--- config.mk ---
export PLATFORM = sky130hd
export DESIGN_NAME = mem_arbiter_flat
export DESIGN_NICKNAME = d
export VERILOG_FILES = /design/src/rtl/mem_arbiter_if.sv /design/src/rtl/mem_arbiter.sv /design/src/flat_wrapper.sv
export SDC_FILE = /design/constraint.sdc
export NUM_CORES = 1
export LEC_CHECK = 0
export BUFFER_PORTS_ARGS = -buffer_cell sky130_fd_sc_hd__buf_4
export CAP_MARGIN = 20
export CORE_MARGIN = 2
export CORE_UTILIZATION = 45
export DETAILED_ROUTE_END_ITERATION = 8
export GPL_TIMING_DRIVEN = 0
export PLACE_DENSITY_LB_ADDON = 0.2
export SLEW_MARGIN = 20
export SYNTH_ARGS = -nofsm -noshare
export SYNTH_HDL_FRONTEND = slang
export SYNTH_SLANG_ARGS = --single-unit
--- constraint.sdc ---
create_clock -name clk -period 2.9 [get_ports clk]
set_input_delay 0.145 -clock clk [delete_from_list [all_inputs] [get_ports clk]]
set_output_delay 0.145 -clock clk [all_outputs]
set_load 0.02 [all_outputs]
--- src/rtl/mem_arbiter_if.sv ---
// mem_arbiter_if: bundles the two requester channels and the memory bus of mem_arbiter.
// Parameters: ADDR_LEN (address width), WORD_SIZE (data width).
// slave modport  : the arbiter side (takes requests and read data, drives grants, completions and memory strobes).
// master modport : the environment side (requesters plus memory model).
interface mem_arbiter_if #(
    parameter int ADDR_LEN  = 5,
    parameter int WORD_SIZE = 32
);
    logic                 req0, req1, we0, we1;
    logic [ADDR_LEN-1:0]  addr0, addr1;
    logic [WORD_SIZE-1:0] wdata0, wdata1;
    logic                 gnt0, gnt1, done0, done1;
    logic [WORD_SIZE-1:0] rdata0, rdata1;
    logic [ADDR_LEN-1:0]  mem_r_addr, mem_w_addr;
    logic                 mem_r_en, mem_w_en;
    logic [WORD_SIZE-1:0] mem_data_in, mem_data_out;

    modport slave (
        input  req0, req1, we0, we1, addr0, addr1, wdata0, wdata1, mem_data_out,
        output gnt0, gnt1, done0, done1, rdata0, rdata1,
               mem_r_addr, mem_w_addr, mem_r_en, mem_w_en, mem_data_in
    );

    modport master (
        output req0, req1, we0, we1, addr0, addr1, wdata0, wdata1, mem_data_out,
        input  gnt0, gnt1, done0, done1, rdata0, rdata1,
               mem_r_addr, mem_w_addr, mem_r_en, mem_w_en, mem_data_in
    );
endinterface

--- src/rtl/mem_arbiter.sv ---
// mem_arbiter: two-requester single-port memory arbiter with fixed 3-cycle transactions (grant, strobe, done).
// Ports: clk (rising edge), rst (sync active-high), bus (mem_arbiter_if.slave: req/we/addr/wdata in,
//        gnt/done/rdata out per requester; mem_r_addr/mem_w_addr/mem_r_en/mem_w_en/mem_data_in out, mem_data_out in).
// Config: define MEM_ARB_ROUND_ROBIN_EN for round-robin on contention; default is fixed priority to requester 0.
module mem_arbiter #(
    parameter int ADDR_LEN  = 5,
    parameter int WORD_SIZE = 32
) (
    input logic          clk,
    input logic          rst,
    mem_arbiter_if.slave bus
);
    typedef enum logic [1:0] {IDLE, ACCESS, RESP} state_t;

    state_t               state_q, state_d;
    logic                 idx_q, idx_d, we_q, we_d;
    logic [ADDR_LEN-1:0]  addr_q, addr_d;
    logic [WORD_SIZE-1:0] wdata_q, wdata_d, rdata0_q, rdata0_d, rdata1_q, rdata1_d;
    logic                 grant, pick, rd_cap;

`ifdef MEM_ARB_ROUND_ROBIN_EN
    logic last_q, last_d;
    // on contention the requester that did not win last time goes next
    assign pick   = (bus.req0 && bus.req1) ? ~last_q : bus.req1;
    assign last_d = grant ? pick : last_q;
    always_ff @(posedge clk) begin
        if (rst) last_q <= 1'b1;
        else     last_q <= last_d;
    end
`else
    assign pick = ~bus.req0;
`endif

    // grant is suppressed while rst is high so nothing is accepted in a reset cycle
    assign grant  = !rst && state_q == IDLE && (bus.req0 || bus.req1);
    assign rd_cap = state_q == ACCESS && !we_q;

    always_comb begin
        state_d  = grant ? ACCESS : (state_q == ACCESS ? RESP : IDLE);
        idx_d    = grant ? pick : idx_q;
        we_d     = grant ? (pick ? bus.we1 : bus.we0) : we_q;
        addr_d   = grant ? (pick ? bus.addr1 : bus.addr0) : addr_q;
        wdata_d  = grant ? (pick ? bus.wdata1 : bus.wdata0) : wdata_q;
        rdata0_d = (rd_cap && !idx_q) ? bus.mem_data_out : rdata0_q;
        rdata1_d = (rd_cap && idx_q) ? bus.mem_data_out : rdata1_q;
    end

    always_ff @(posedge clk) begin
        if (rst) begin
            state_q  <= IDLE;
            idx_q    <= 1'b0;
            we_q     <= 1'b0;
            addr_q   <= '0;
            wdata_q  <= '0;
            rdata0_q <= '0;
            rdata1_q <= '0;
        end else begin
            state_q  <= state_d;
            idx_q    <= idx_d;
            we_q     <= we_d;
            addr_q   <= addr_d;
            wdata_q  <= wdata_d;
            rdata0_q <= rdata0_d;
            rdata1_q <= rdata1_d;
        end
    end

    assign bus.gnt0        = grant && !pick;
    assign bus.gnt1        = grant && pick;
    assign bus.mem_r_en    = state_q == ACCESS && !we_q;
    assign bus.mem_w_en    = state_q == ACCESS && we_q;
    assign bus.mem_r_addr  = addr_q;
    assign bus.mem_w_addr  = addr_q;
    assign bus.mem_data_in = wdata_q;
    assign bus.done0       = state_q == RESP && !idx_q;
    assign bus.done1       = state_q == RESP && idx_q;
    assign bus.rdata0      = rdata0_q;
    assign bus.rdata1      = rdata1_q;
endmodule
--- src/flat_wrapper.sv ---
// flat-port wrapper written by rule: the top's interface ports become plain ports
module mem_arbiter_flat 
#(
    parameter int ADDR_LEN  = 5,
    parameter int WORD_SIZE = 32
)
  (clk, rst, bus_req0, bus_req1, bus_we0, bus_we1, bus_addr0, bus_addr1, bus_wdata0, bus_wdata1, bus_mem_data_out, bus_gnt0, bus_gnt1, bus_done0, bus_done1, bus_rdata0, bus_rdata1, bus_mem_r_addr, bus_mem_w_addr, bus_mem_r_en, bus_mem_w_en, bus_mem_data_in);
  mem_arbiter_if #(.ADDR_LEN(ADDR_LEN), .WORD_SIZE(WORD_SIZE)) bus_i ();
  input logic clk;
  input logic rst;
  input wire logic [$bits(bus_i.req0)-1:0] bus_req0;
  input wire logic [$bits(bus_i.req1)-1:0] bus_req1;
  input wire logic [$bits(bus_i.we0)-1:0] bus_we0;
  input wire logic [$bits(bus_i.we1)-1:0] bus_we1;
  input wire logic [$bits(bus_i.addr0)-1:0] bus_addr0;
  input wire logic [$bits(bus_i.addr1)-1:0] bus_addr1;
  input wire logic [$bits(bus_i.wdata0)-1:0] bus_wdata0;
  input wire logic [$bits(bus_i.wdata1)-1:0] bus_wdata1;
  input wire logic [$bits(bus_i.mem_data_out)-1:0] bus_mem_data_out;
  output wire logic [$bits(bus_i.gnt0)-1:0] bus_gnt0;
  output wire logic [$bits(bus_i.gnt1)-1:0] bus_gnt1;
  output wire logic [$bits(bus_i.done0)-1:0] bus_done0;
  output wire logic [$bits(bus_i.done1)-1:0] bus_done1;
  output wire logic [$bits(bus_i.rdata0)-1:0] bus_rdata0;
  output wire logic [$bits(bus_i.rdata1)-1:0] bus_rdata1;
  output wire logic [$bits(bus_i.mem_r_addr)-1:0] bus_mem_r_addr;
  output wire logic [$bits(bus_i.mem_w_addr)-1:0] bus_mem_w_addr;
  output wire logic [$bits(bus_i.mem_r_en)-1:0] bus_mem_r_en;
  output wire logic [$bits(bus_i.mem_w_en)-1:0] bus_mem_w_en;
  output wire logic [$bits(bus_i.mem_data_in)-1:0] bus_mem_data_in;
  assign bus_i.req0 = bus_req0;
  assign bus_i.req1 = bus_req1;
  assign bus_i.we0 = bus_we0;
  assign bus_i.we1 = bus_we1;
  assign bus_i.addr0 = bus_addr0;
  assign bus_i.addr1 = bus_addr1;
  assign bus_i.wdata0 = bus_wdata0;
  assign bus_i.wdata1 = bus_wdata1;
  assign bus_i.mem_data_out = bus_mem_data_out;
  assign bus_gnt0 = bus_i.gnt0;
  assign bus_gnt1 = bus_i.gnt1;
  assign bus_done0 = bus_i.done0;
  assign bus_done1 = bus_i.done1;
  assign bus_rdata0 = bus_i.rdata0;
  assign bus_rdata1 = bus_i.rdata1;
  assign bus_mem_r_addr = bus_i.mem_r_addr;
  assign bus_mem_w_addr = bus_i.mem_w_addr;
  assign bus_mem_r_en = bus_i.mem_r_en;
  assign bus_mem_w_en = bus_i.mem_w_en;
  assign bus_mem_data_in = bus_i.mem_data_in;
  mem_arbiter #(.ADDR_LEN(ADDR_LEN), .WORD_SIZE(WORD_SIZE)) u_core (.clk(clk), .rst(rst), .bus(bus_i));
endmodule
Word-level counts from Yosys, hierarchy flattened
Index checks and enable logic that the tools add are counted.
Widths: inputs -> output; s select.
- register bits after elaboration: 105
- word-level logic and storage cells: 32
- bits of input ports: 112
- output and inout port bits: 112
- bitwise gates (word level): 1
- equality and inequality tests: 2
- reductions and logical operators: 16
- multiplexer cells: 5
- operators by type and width (cell ; number):
    $mux 32 ; 1
    $logic_and 1x1->1 ; 10
    $mux 5 ; 1
    $logic_not 1->1 ; 3
    $eq 2x1->1 const B ; 1
    $eq 2x2->1 const B ; 1
    $logic_not 2->1 ; 1
    $mux 1 ; 2
    $mux 2 ; 1
    $reduce_or 2->1 ; 1
    $logic_or 1x1->1 ; 1
    $not 1->1 ; 1

Logic depth before layout (Yosys ltp)
- word-level depth: 4
- depth in mapped cells: 5
- depth with buffers taken out: 3

Worst setup path after synthesis
OpenSTA, ideal clock, no wires.
- path kind: reg2out
- from: register u_core.state_q[1]
- to: output port bus_gnt0
- path buffers: 1
- stages on the path, launching flop included: 4
- slack: 1497 ps
- data arrival time: 1258 ps
- cells stage by stage: dfxtp_1 -> nor4_4 -> buf_4 -> and2_1
- word-level cells in the longest chain between the ends: 4
- RTL lines (what ; RTL line ; source):
    start, declared ; mem_arbiter.sv:15 ; state_t state_q, state_d;
    start signal, assigned ; mem_arbiter.sv:58 ; state_q <= state_d;
    $logic_not 2->1 ; mem_arbiter.sv:35 ; assign grant = !rst && state_q == IDLE && (bus.req0 || bus.req1);
    $logic_and 1x1->1 (2 in series) ; mem_arbiter.sv:35 ;
    $logic_and 1x1->1 ; mem_arbiter.sv:68 ; assign bus.gnt0 = grant && !pick;
    end, declared ; flat_wrapper.sv:20 ; output wire logic [$bits(bus_i.gnt0)-1:0] bus_gnt0;
Every way passes these cells.

Worst setup path after layout
Same ends and word-level chain as after synthesis.

==> flow_metrics.env <==
export IMPL_ir_worst_vdd_uv=273
export IMPL_io_pin_count=224
export IMPL_hold_violations=0
export IMPL_ys_types=21
export IMPL_grt_max_degree=19
export IMPL_synth_area_mm2=0.00428
export IMPL_yosys_area_top_type_share=0.492
export IMPL_final_common_cell="buf_4"
export IMPL_start_kind="flop"
export IMPL_crit_path_end_kind="output pin"
export IMPL_dp_cells=819
export IMPL_drc=0
export IMPL_cp_max_fo=10
export IMPL_portBuffers=222
export IMPL_initial_core_util=0.463
export IMPL_die_y_um=101
export IMPL_drv_slew=0
export IMPL_synth_avg_cell_area_um2=9.14
export IMPL_postCtsSetupBuffers=0
export IMPL_synth_fp_nets=580
export IMPL_clk_pin_slew_ps=110
export IMPL_setup_violations=0
export IMPL_period_share=0.681
export IMPL_routed_via_density=4.77
export IMPL_status="finished clean"
export IMPL_synth_seq_cells=105
export IMPL_crit_required_ps=2760
export IMPL_track_usage=0.214
export IMPL_fin_tns_setup_ps=0
export IMPL_wl_per_cell_um=13.5
export IMPL_clock_sinks=105
export IMPL_gp_congestion=0.879
export IMPL_maxCapViolations=0
export IMPL_min_from="bus_mem_data_out[31]"
export IMPL_vias=3979
export IMPL_final_cell_mix="231 x buf_4, 128 x nand2_1, 105 x dfxtp_1"
export IMPL_netlist_top_cells_area="dfxtp_1 49%, mux2i_1 18%, nand2_1 11%"
export IMPL_clk_path_buf_depth=2
export IMPL_worst_setup_path_type="reg -> out"
export IMPL_cts_tree="done"
export IMPL_rsz0062_at_grt="no"
export IMPL_antenna_found_initial=0
export IMPL_grt_pass1_wl_mm=17.5
export IMPL_fin_cells=835
export IMPL_fmax_mhz=507
export IMPL_clock_tree_root_cell="clkbuf_8"
export IMPL_yosys_warnings=0
export IMPL_dieWidth_um=101
export IMPL_cts_hold_buf=0
export IMPL_ys_seq_area_frac=0.492
export IMPL_wirelength_mm=11.3
export IMPL_skew_ps=13.4
export IMPL_final_layout_size_suffix_gt1_frac=0.377
export IMPL_rows=35
export IMPL_grt_overflow=0
export IMPL_synthesis_instances=468
export IMPL_slew_headroom=0.604
export IMPL_drt_pass1_iter_count=5
export IMPL_period_minus_slack_ps=1970
export IMPL_cts_resized=0
export IMPL_nNetsFinal=813
export IMPL_die_area_mm2=0.0103
export IMPL_grt_pass1_vias=3821
export IMPL_antennaDiodeCount=0
export IMPL_arrival_ps=1830
export IMPL_fp_coreArea_mm2=0.00924
export IMPL_synth_largest_area_cell="dfxtp_1"
export IMPL_r2r_start="u_core.state_q[0]$_SDFF_PP0_"
export IMPL_p_leak_nw=2.85
export IMPL_holdCritPathClass="in -> reg"
export IMPL_power_density_mw_per_mm2=509
export IMPL_ctsHtreeMaxLevel=3
export IMPL_cts_buffers=9
export IMPL_worstMarginPinSlew_ps=595
export IMPL_clk_latency_ps=360
export IMPL_area_delta_synth_final_pct=46.9
export IMPL_dpl_hpwl_mm=8.86
export IMPL_crit_start="u_core.state_q[1]$_SDFF_PP0_"
export IMPL_drt_initial_drc_count=92
export IMPL_total_power_w=0.00320
export IMPL_ant_nets=0
-- cells in the mapped netlist --
library cell / number
nand2_1: 128
dfxtp_1: 105
mux2i_1: 77
a21oi_1: 64
nand2b_1: 39
buf_2: 14
clkbuf_1: 14
buf_4: 9
nor2_1: 4
buf_6: 3
and2_1: 1
and3b_1: 1
and4bb_2: 1
inv_1: 1
nand4bb_1: 1
nor2b_1: 1
nor3b_1: 1
nor4_4: 1
nor4b_4: 1
or2b_1: 1
or4b_1: 1
-- area by class of cell --
class | count | area (um2)
fill | 737 | 2960
sequential | 105 | 2100
multi-input combinational | 322 | 1950
timing repair buffer | 222 | 1670
buffer | 40 | 224
tap | 129 | 161
clock buffer | 10 | 128
clock inverter | 6 | 51.3
inverter | 1 | 3.75
-- per-stage QoR --
step                      area [um2]  hold WS, ps  setup slack, ps   util
after floorplan                 4280          281             1500      -
after global placement          6100          403             1350  0.661
after detailed placement        6100          413             1330  0.661
after CTS                       6280         15.4              918  0.680
after global routing            6280         18.9              825  0.680
final                           6280         29.4              926  0.680
-- worst max-delay path: stages, from the launching register on --
cell and delay, ps:
dfxtp_1 410, nor4_4 490, buf_4 290, and2_1 150, buf_4 140
-- metal layers --
metal,vias to the layer above,routed length [um],track usage
li1,2006,-,-
met1,1812,4670,0.247
met2,150,5630,0.388
met3,11,874,0.0552
met4,0,131,0.0676
met5,-,0,0
-- cells by family after synthesis --
logic type | Yosys count | synth area share
flip-flops | 105 | 0.492
buffers and inverters | 41 | 0.0533
AO/OA/AOI/OAI | 64 | 0.0749
AND/OR/NAND/NOR | 181 | 0.200
multiplexers | 77 | 0.180
-- final timing paths --
| path | to | slack (ps) | depth (start not counted) |
|---|---|---|---|
| max | bus_gnt0 | 930 | 4 |
| min | u_core.bus.rdata0[31]$_SDFFE_PP0P_ | 30 | 3 |
| max reg2reg | u_core.bus.rdata0[5]$_SDFFE_PP0P_ | 1360 | 5 |
| min reg2reg | u_core.bus.rdata0[31]$_SDFFE_PP0P_ | 460 | 2 |
-- registers in the layout, indices dropped and copies added (netlist names) --
name                    flops
u_core.bus.mem_data_in     32
u_core.bus.rdata0          32
u_core.bus.rdata1          32
u_core.bus.mem_r_addr       5
u_core.state_q              2
u_core.idx_q                1
u_core.we_q                 1
-- power by group --
group / internal (W) / leakage, nW / switching (W)
logic: 0.000371 / 1.91 / 0.000379
registers: 0.00155 / 0.859 / 0.0000661
clock network: 0.000324 / 0.0810 / 0.000512
total: 0.00224 / 2.85 / 0.000957
No activity file was read; power rests on OpenSTA's default activity.
